File: config.mk
export PLATFORM = sky130hd
export DESIGN_NAME = round_timer_ctrl_flat
export DESIGN_NICKNAME = d
export VERILOG_FILES = /design/src/rtl/round_timer_ctrl_if.sv /design/src/rtl/round_timer_ctrl.sv /design/src/flat_wrapper.sv
export SDC_FILE = /design/constraint.sdc
export NUM_CORES = 1
export LEC_CHECK = 0
export BUFFER_PORTS_ARGS = -buffer_cell sky130_fd_sc_hd__buf_2
export CAP_MARGIN = 20
export CORE_ASPECT_RATIO = 0.75
export CORE_MARGIN = 8
export CORE_UTILIZATION = 50
export DETAILED_ROUTE_END_ITERATION = 10
export HOLD_SLACK_MARGIN = 0.1
export PLACE_DENSITY = 0.74
export SLEW_MARGIN = 15
export SYNTH_ARGS = -nofsm -noshare
export SYNTH_HDL_FRONTEND = slang
export SYNTH_SLANG_ARGS = --single-unit
File: constraint.sdc
create_clock -name clk -period 2.25 [get_ports clk]
set_clock_uncertainty 0.1 [all_clocks]
set_input_delay 0.225 -clock clk [delete_from_list [all_inputs] [get_ports clk]]
set_output_delay 0.225 -clock clk [all_outputs]
set_load 0.005 [all_outputs]
File: src/rtl/round_timer_ctrl_if.sv
// Host command / status bundle between the timer PIO and the round countdown.
// The master drives commands; the slave (timer) drives status back.
interface round_timer_ctrl_if;
    logic       cmd_valid;
    logic [1:0] cmd_op;
    logic [6:0] cmd_value;
    logic [6:0] time_num;
    logic       running;
    logic       paused;
    logic       expired;
    logic       expire_pulse;
    logic       second_tick;
    logic       warn;
    logic       cmd_ack;

    modport master (
        output cmd_valid, cmd_op, cmd_value,
        input  time_num, running, paused, expired, expire_pulse, second_tick, warn, cmd_ack
    );

    modport slave (
        input  cmd_valid, cmd_op, cmd_value,
        output time_num, running, paused, expired, expire_pulse, second_tick, warn, cmd_ack
    );
endinterface

File: src/rtl/round_timer_ctrl.sv
// Commanded round countdown: LOAD/START/PAUSE/CLEAR on cmd_valid rising edge, one decrement per CLK_HZ cycles.
// All outputs registered, one-cycle command latency; no backpressure, a command is acknowledged the cycle after its edge.
module round_timer_ctrl #(
    parameter int CLK_HZ   = 50_000_000,
    parameter int MAX_TIME = 99,
    parameter int WARN_AT  = 5
) (
    input  logic               clk,
    input  logic               reset,
    round_timer_ctrl_if.slave  tif
);
    localparam int             PW         = (CLK_HZ > 1) ? $clog2(CLK_HZ) : 1;
    localparam logic [PW-1:0]  PRESC_LAST = PW'(CLK_HZ - 1);
    localparam logic [6:0]     MAX_T      = 7'(MAX_TIME);
    localparam logic [6:0]     WARN_T     = 7'(WARN_AT);

    typedef enum logic [1:0] {ST_IDLE, ST_RUN, ST_PAUSE, ST_DONE} state_t;
    typedef enum logic [1:0] {OP_LOAD = 2'b00, OP_START = 2'b01, OP_PAUSE = 2'b10, OP_CLEAR = 2'b11} op_t;

    state_t          state_q, state_nxt;
    logic [6:0]      time_q, time_nxt;
    logic [PW-1:0]   presc_q, presc_nxt;
    logic            cmd_q;
    logic            ack_q, ack_nxt;
    logic            tick_q, tick_nxt;
    logic            xp_q, xp_nxt;
    logic            warn_q, warn_nxt;

    logic            cmd_edge;
    logic [6:0]      load_val;
    logic            presc_wrap;
    logic [PW-1:0]   presc_step;

    assign cmd_edge   = tif.cmd_valid & ~cmd_q;
    assign load_val   = (tif.cmd_value > MAX_T) ? MAX_T : tif.cmd_value;
    assign presc_wrap = (state_q == ST_RUN) && (presc_q == PRESC_LAST);
    assign presc_step = presc_wrap ? '0 : presc_q + PW'(1);

    always_ff @(posedge clk) begin
        if (reset) begin
            state_q <= ST_IDLE;
            time_q  <= '0;
            presc_q <= '0;
            cmd_q   <= 1'b0;
            ack_q   <= 1'b0;
            tick_q  <= 1'b0;
            xp_q    <= 1'b0;
            warn_q  <= 1'b0;
        end else begin
            state_q <= state_nxt;
            time_q  <= time_nxt;
            presc_q <= presc_nxt;
            cmd_q   <= tif.cmd_valid;
            ack_q   <= ack_nxt;
            tick_q  <= tick_nxt;
            xp_q    <= xp_nxt;
            warn_q  <= warn_nxt;
        end
    end

    always_comb begin
        state_nxt = state_q;
        time_nxt  = time_q;
        presc_nxt = presc_q;
        ack_nxt   = 1'b0;
        tick_nxt  = 1'b0;
        xp_nxt    = 1'b0;

        if (cmd_edge) begin
            // A command always beats a same-cycle tick; the tick's decrement is lost.
            ack_nxt = 1'b1;
            case (op_t'(tif.cmd_op))
                OP_LOAD: begin
                    time_nxt  = load_val;
                    presc_nxt = '0;
                    if (state_q == ST_DONE) begin
                        state_nxt = ST_IDLE;
                    end else if (state_q == ST_RUN && load_val == 7'd0) begin
                        state_nxt = ST_DONE;
                        xp_nxt    = 1'b1;
                    end
                end
                OP_START: begin
                    if (state_q == ST_IDLE || state_q == ST_PAUSE) begin
                        if (time_q == 7'd0) begin
                            state_nxt = ST_DONE;
                            xp_nxt    = 1'b1;
                        end else begin
                            state_nxt = ST_RUN;
                        end
                    end else if (state_q == ST_RUN) begin
                        presc_nxt = presc_step;
                    end
                end
                OP_PAUSE: begin
                    if (state_q == ST_RUN) begin
                        state_nxt = ST_PAUSE;
                        presc_nxt = presc_wrap ? '0 : presc_q;
                    end
                end
                OP_CLEAR: begin
                    state_nxt = ST_IDLE;
                    time_nxt  = '0;
                    presc_nxt = '0;
                end
                default: ;
            endcase
        end else if (state_q == ST_RUN) begin
            presc_nxt = presc_step;
            if (presc_wrap) begin
                tick_nxt = 1'b1;
                time_nxt = (time_q != 7'd0) ? time_q - 7'd1 : 7'd0;
                if (time_q <= 7'd1) begin
                    state_nxt = ST_DONE;
                    xp_nxt    = 1'b1;
                end
            end
        end

        warn_nxt = (state_nxt == ST_RUN) && (time_nxt <= WARN_T) && (time_nxt != 7'd0);
    end

    assign tif.time_num     = time_q;
    assign tif.running      = (state_q == ST_RUN);
    assign tif.paused       = (state_q == ST_PAUSE);
    assign tif.expired      = (state_q == ST_DONE);
    assign tif.expire_pulse = xp_q;
    assign tif.second_tick  = tick_q;
    assign tif.warn         = warn_q;
    assign tif.cmd_ack      = ack_q;
endmodule
File: src/flat_wrapper.sv
// flat-port wrapper written by rule: the top's interface ports become plain ports
module round_timer_ctrl_flat 
#(
    parameter int CLK_HZ   = 50_000_000,
    parameter int MAX_TIME = 99,
    parameter int WARN_AT  = 5
)
  (clk, reset, tif_cmd_valid, tif_cmd_op, tif_cmd_value, tif_time_num, tif_running, tif_paused, tif_expired, tif_expire_pulse, tif_second_tick, tif_warn, tif_cmd_ack);
  round_timer_ctrl_if tif_i ();
  input  logic clk;
  input  logic reset;
  input wire logic [$bits(tif_i.cmd_valid)-1:0] tif_cmd_valid;
  input wire logic [$bits(tif_i.cmd_op)-1:0] tif_cmd_op;
  input wire logic [$bits(tif_i.cmd_value)-1:0] tif_cmd_value;
  output wire logic [$bits(tif_i.time_num)-1:0] tif_time_num;
  output wire logic [$bits(tif_i.running)-1:0] tif_running;
  output wire logic [$bits(tif_i.paused)-1:0] tif_paused;
  output wire logic [$bits(tif_i.expired)-1:0] tif_expired;
  output wire logic [$bits(tif_i.expire_pulse)-1:0] tif_expire_pulse;
  output wire logic [$bits(tif_i.second_tick)-1:0] tif_second_tick;
  output wire logic [$bits(tif_i.warn)-1:0] tif_warn;
  output wire logic [$bits(tif_i.cmd_ack)-1:0] tif_cmd_ack;
  assign tif_i.cmd_valid = tif_cmd_valid;
  assign tif_i.cmd_op = tif_cmd_op;
  assign tif_i.cmd_value = tif_cmd_value;
  assign tif_time_num = tif_i.time_num;
  assign tif_running = tif_i.running;
  assign tif_paused = tif_i.paused;
  assign tif_expired = tif_i.expired;
  assign tif_expire_pulse = tif_i.expire_pulse;
  assign tif_second_tick = tif_i.second_tick;
  assign tif_warn = tif_i.warn;
  assign tif_cmd_ack = tif_i.cmd_ack;
  round_timer_ctrl #(.CLK_HZ(CLK_HZ), .MAX_TIME(MAX_TIME), .WARN_AT(WARN_AT)) u_core (.clk(clk), .reset(reset), .tif(tif_i));
endmodule
==> results.json <==
{
  "track_usage": 0.2131,
  "met2_usage": 0.2942,
  "grt_antenna_before_repair": 0,
  "cts_sinks": 40,
  "final-instance-count-excl-fill": 467,
  "overflow": 0,
  "cts_tree": "built",
  "synth_ff_type": "dfxtp_1",
  "start_util": 0.5091,
  "maxSlewHeadroom": 0.4890,
  "ys_warn_count": 0,
  "clk_path_buf_depth": 2,
  "finalCritPeriodShare": 1.121,
  "hpwl_mm": 5.989,
  "fillers": 362,
  "routabilityCongestion": 0.9549,
  "mostFrequentLayoutCells": "buf_4 (68), dfxtp_1 (37), nor2_1 (32), buf_2 (25), nand2_1 (17)",
  "dr.pass1.iters": 5,
  "crit_type": "register to register",
  "dieArea_um2": 7391,
  "cp-start-kind": "register",
  "final_common_cell": "buf_4",
  "totalWireLength_mm": 8.825,
  "power_mw": 1.553,
  "num_rows": 22,
  "max_freq_mhz": 396.5,
  "leakage_nw": 1.374,
  "synthTopCellsByArea": "dfxtp_1 (33%), a21oi_1 (5.3%), nor2_1 (5.2%), o21ai_0 (3.9%), ha_1 (3.1%)",
  "n_antenna_cell": 0,
  "synthCells": 311,
  "fin_crit_ps": 2522,
  "via_per_inst": 6.460,
  "worstPathMaxFanout": 3,
  "nets": 424,
  "drv_cap": 0,
  "crit_start": "u_core.presc_q[16]",
  "fin_ws_ps": -272.1,
  "clkTransAtPathRegs_ps": 90,
  "grt_first_pass_wirelength_mm": 13.33,
  "yosys.area.top_type": "dfxtp_1",
  "io_buffers": 25,
  "required_ps": 2370,
  "area_growth_pct": 44.43,
  "max_slew.worst_pin.slew_ps": 757.0,
  "arrival_ps": 2640,
  "synth_seq_cells": 40,
  "die_w_um": 96.64,
  "coreArea_um2": 4790,
  "avgRoutedWirePerCell_um": 18.90,
  "yosysUniqueCellTypes": 54,
  "fp.dieH_um": 76.48,
  "syn_avg_cell_area_um2": 7.841,
  "io_pins": 26,
  "slew_violations": 0,
  "detailedPlace.worstSlack_ps": -267.8,
  "setup_viol_count_final": 30,
  "synthesis.area_um2": 2439,
  "status": "finished with violations",
  "drc": 0,
  "h-tree-depth": 2,
  "grt_max_degree": 17,
  "synth.top_cell.area_share": 0.3284,
  "violations": "negative setup slack",
  "synth-edff-count": 0,
  "worstReg2RegStart": "u_core.presc_q[16]",
  "cts_inserted_buffers": 5,
  "post-place-cells": 452,
  "drtIter0Drc": 256,
  "drtAntennaViolNets": 0,
  "syn_nets": 329,
  "grt_use_met3": 0.07790,
  "async_reset_ff_frac": 0,
  "end_kind": "register",
  "rsz0062_at_grt": "yes",
  "drive_gt1_frac": 0.3857,
  "root_buffer": "clkbuf_8",
  "top_usage_layer": "met1",
  "grtUsageMet1": 0.2989,
  "clock_latency_ps": 300,
  "final_hold_viol_count": 0,
  "min_from": "tif_cmd_value[4]",
  "grt_pass1_vias": 2675,
  "power.density_nw_per_um2": 440.9,
  "ys_seq_area_frac": 0.3284,
  "num_vias": 3017,
  "irDropWorstVdd_mv": 0.3989,
  "hp-class": "input port to register"
}
routing by layer:
layer / vias to the layer above / part of all wire
met5: - / 0
met4: 0 / 0.013
met3: 22 / 0.13
met2: 216 / 0.43
met1: 1403 / 0.43
li1: 1376 / -
synthesized netlist by cell type, types with 2 or more instances:
library cell  instances
xnor2_1               2
o21ai_0              19
a21oi_1              26
and3_1                4
nor2_1               34
a22o_1                2
a311oi_1              4
nand4b_1              4
nand3b_1              3
o32ai_1               2
nand4_1              10
inv_1                10
o31ai_1               6
o211ai_1              2
nor4_1                6
buf_6                 2
a211oi_1              4
o41ai_1               2
clkbuf_1             11
nor2b_1               6
and2_1                5
nand2b_1              6
ha_1                  6
nand2_1              17
dfxtp_1              40
nand3_1              10
xor2_1                4
a31oi_1               9
a21o_1                4
or4_1                 8
nor3_1               12
or3_1                 9
final cells by class:
cell class	instances	area, um2	share of cell area
well taps	60	75.07	0.02131
clock buffers	6	82.58	0.02345
flip-flops and latches	40	804.5	0.2284
clock inverters	2	15.01	0.004263
multi-input cells	248	1757	0.4988
inverters	10	37.54	0.01066
repair buffers	101	750.7	0.2131
flip-flops by register name (all words and copies together) (netlist names):
register,cells
u_core.state_q,2
u_core.tif.cmd_ack,1
u_core.cmd_q,1
u_core.tif.time_num,7
u_core.tif.warn,1
u_core.tif.second_tick,1
u_core.tif.expire_pulse,1
u_core.presc_q,26
power breakdown:
part | total, mW | switching [mW] | internal, mW
registers | 0.726 | 0.00939 | 0.717
clock network | 0.523 | 0.274 | 0.249
logic | 0.304 | 0.173 | 0.131
total | 1.55 | 0.457 | 1.10
final timing paths:
check / end / slack (ps) / cells past startpoint
min reg2reg: u_core.presc_q[25] / 380 / 2
max: u_core.tif.warn / -270 / 6
min: u_core.tif.time_num[4] / 180 / 3
max reg2reg: u_core.tif.warn / -270 / 6
per-stage QoR:
| step | TNS [ps] | hold WS [ps] | util | area (um2) |
|---|---|---|---|---|
| after CTS | -2878 | 155.6 | 0.6949 | 3328 |
| after floorplan | -1549 | 253.2 | - | 2449 |
| after global routing | -5681 | 197.5 | 0.7354 | 3522 |
| final | -3774 | 180.2 | 0.7354 | 3522 |
| after global placement | -3246 | 371.4 | 0.6507 | 3117 |
| after detailed placement | -4225 | 383.0 | 0.6507 | 3117 |
worst max-delay path, cell delays in order (launching register included):
cell and delay (ps):
dfxtp_1 330, or4b_4 580, nor3_2 290, nand4_1 200
o41ai_1 460, nand4_1 190, nor4_1 280
kinds of logic after synthesis:
logic type               share of synthesized area
flip-flops                                  0.3284
adder cells (fa/ha/maj)                    0.03078
AO/OA/AOI/OAI                               0.2447
buffers and inverters                      0.04361
XOR/XNOR                                   0.02155
AND/OR/NAND/NOR                             0.3309
timing repair:
item                                    in CTS  in global routing
resized for setup                           20                 36
hold buffers                                 1                  0
endpoints found under the hold margin        1                  0
gates cloned                                 1                  1
pin swaps                                   14                 14
buffers inserted                             3                  2
endpoints found under the setup margin      31                 31
No activity file was read; power rests on OpenSTA's default activity.
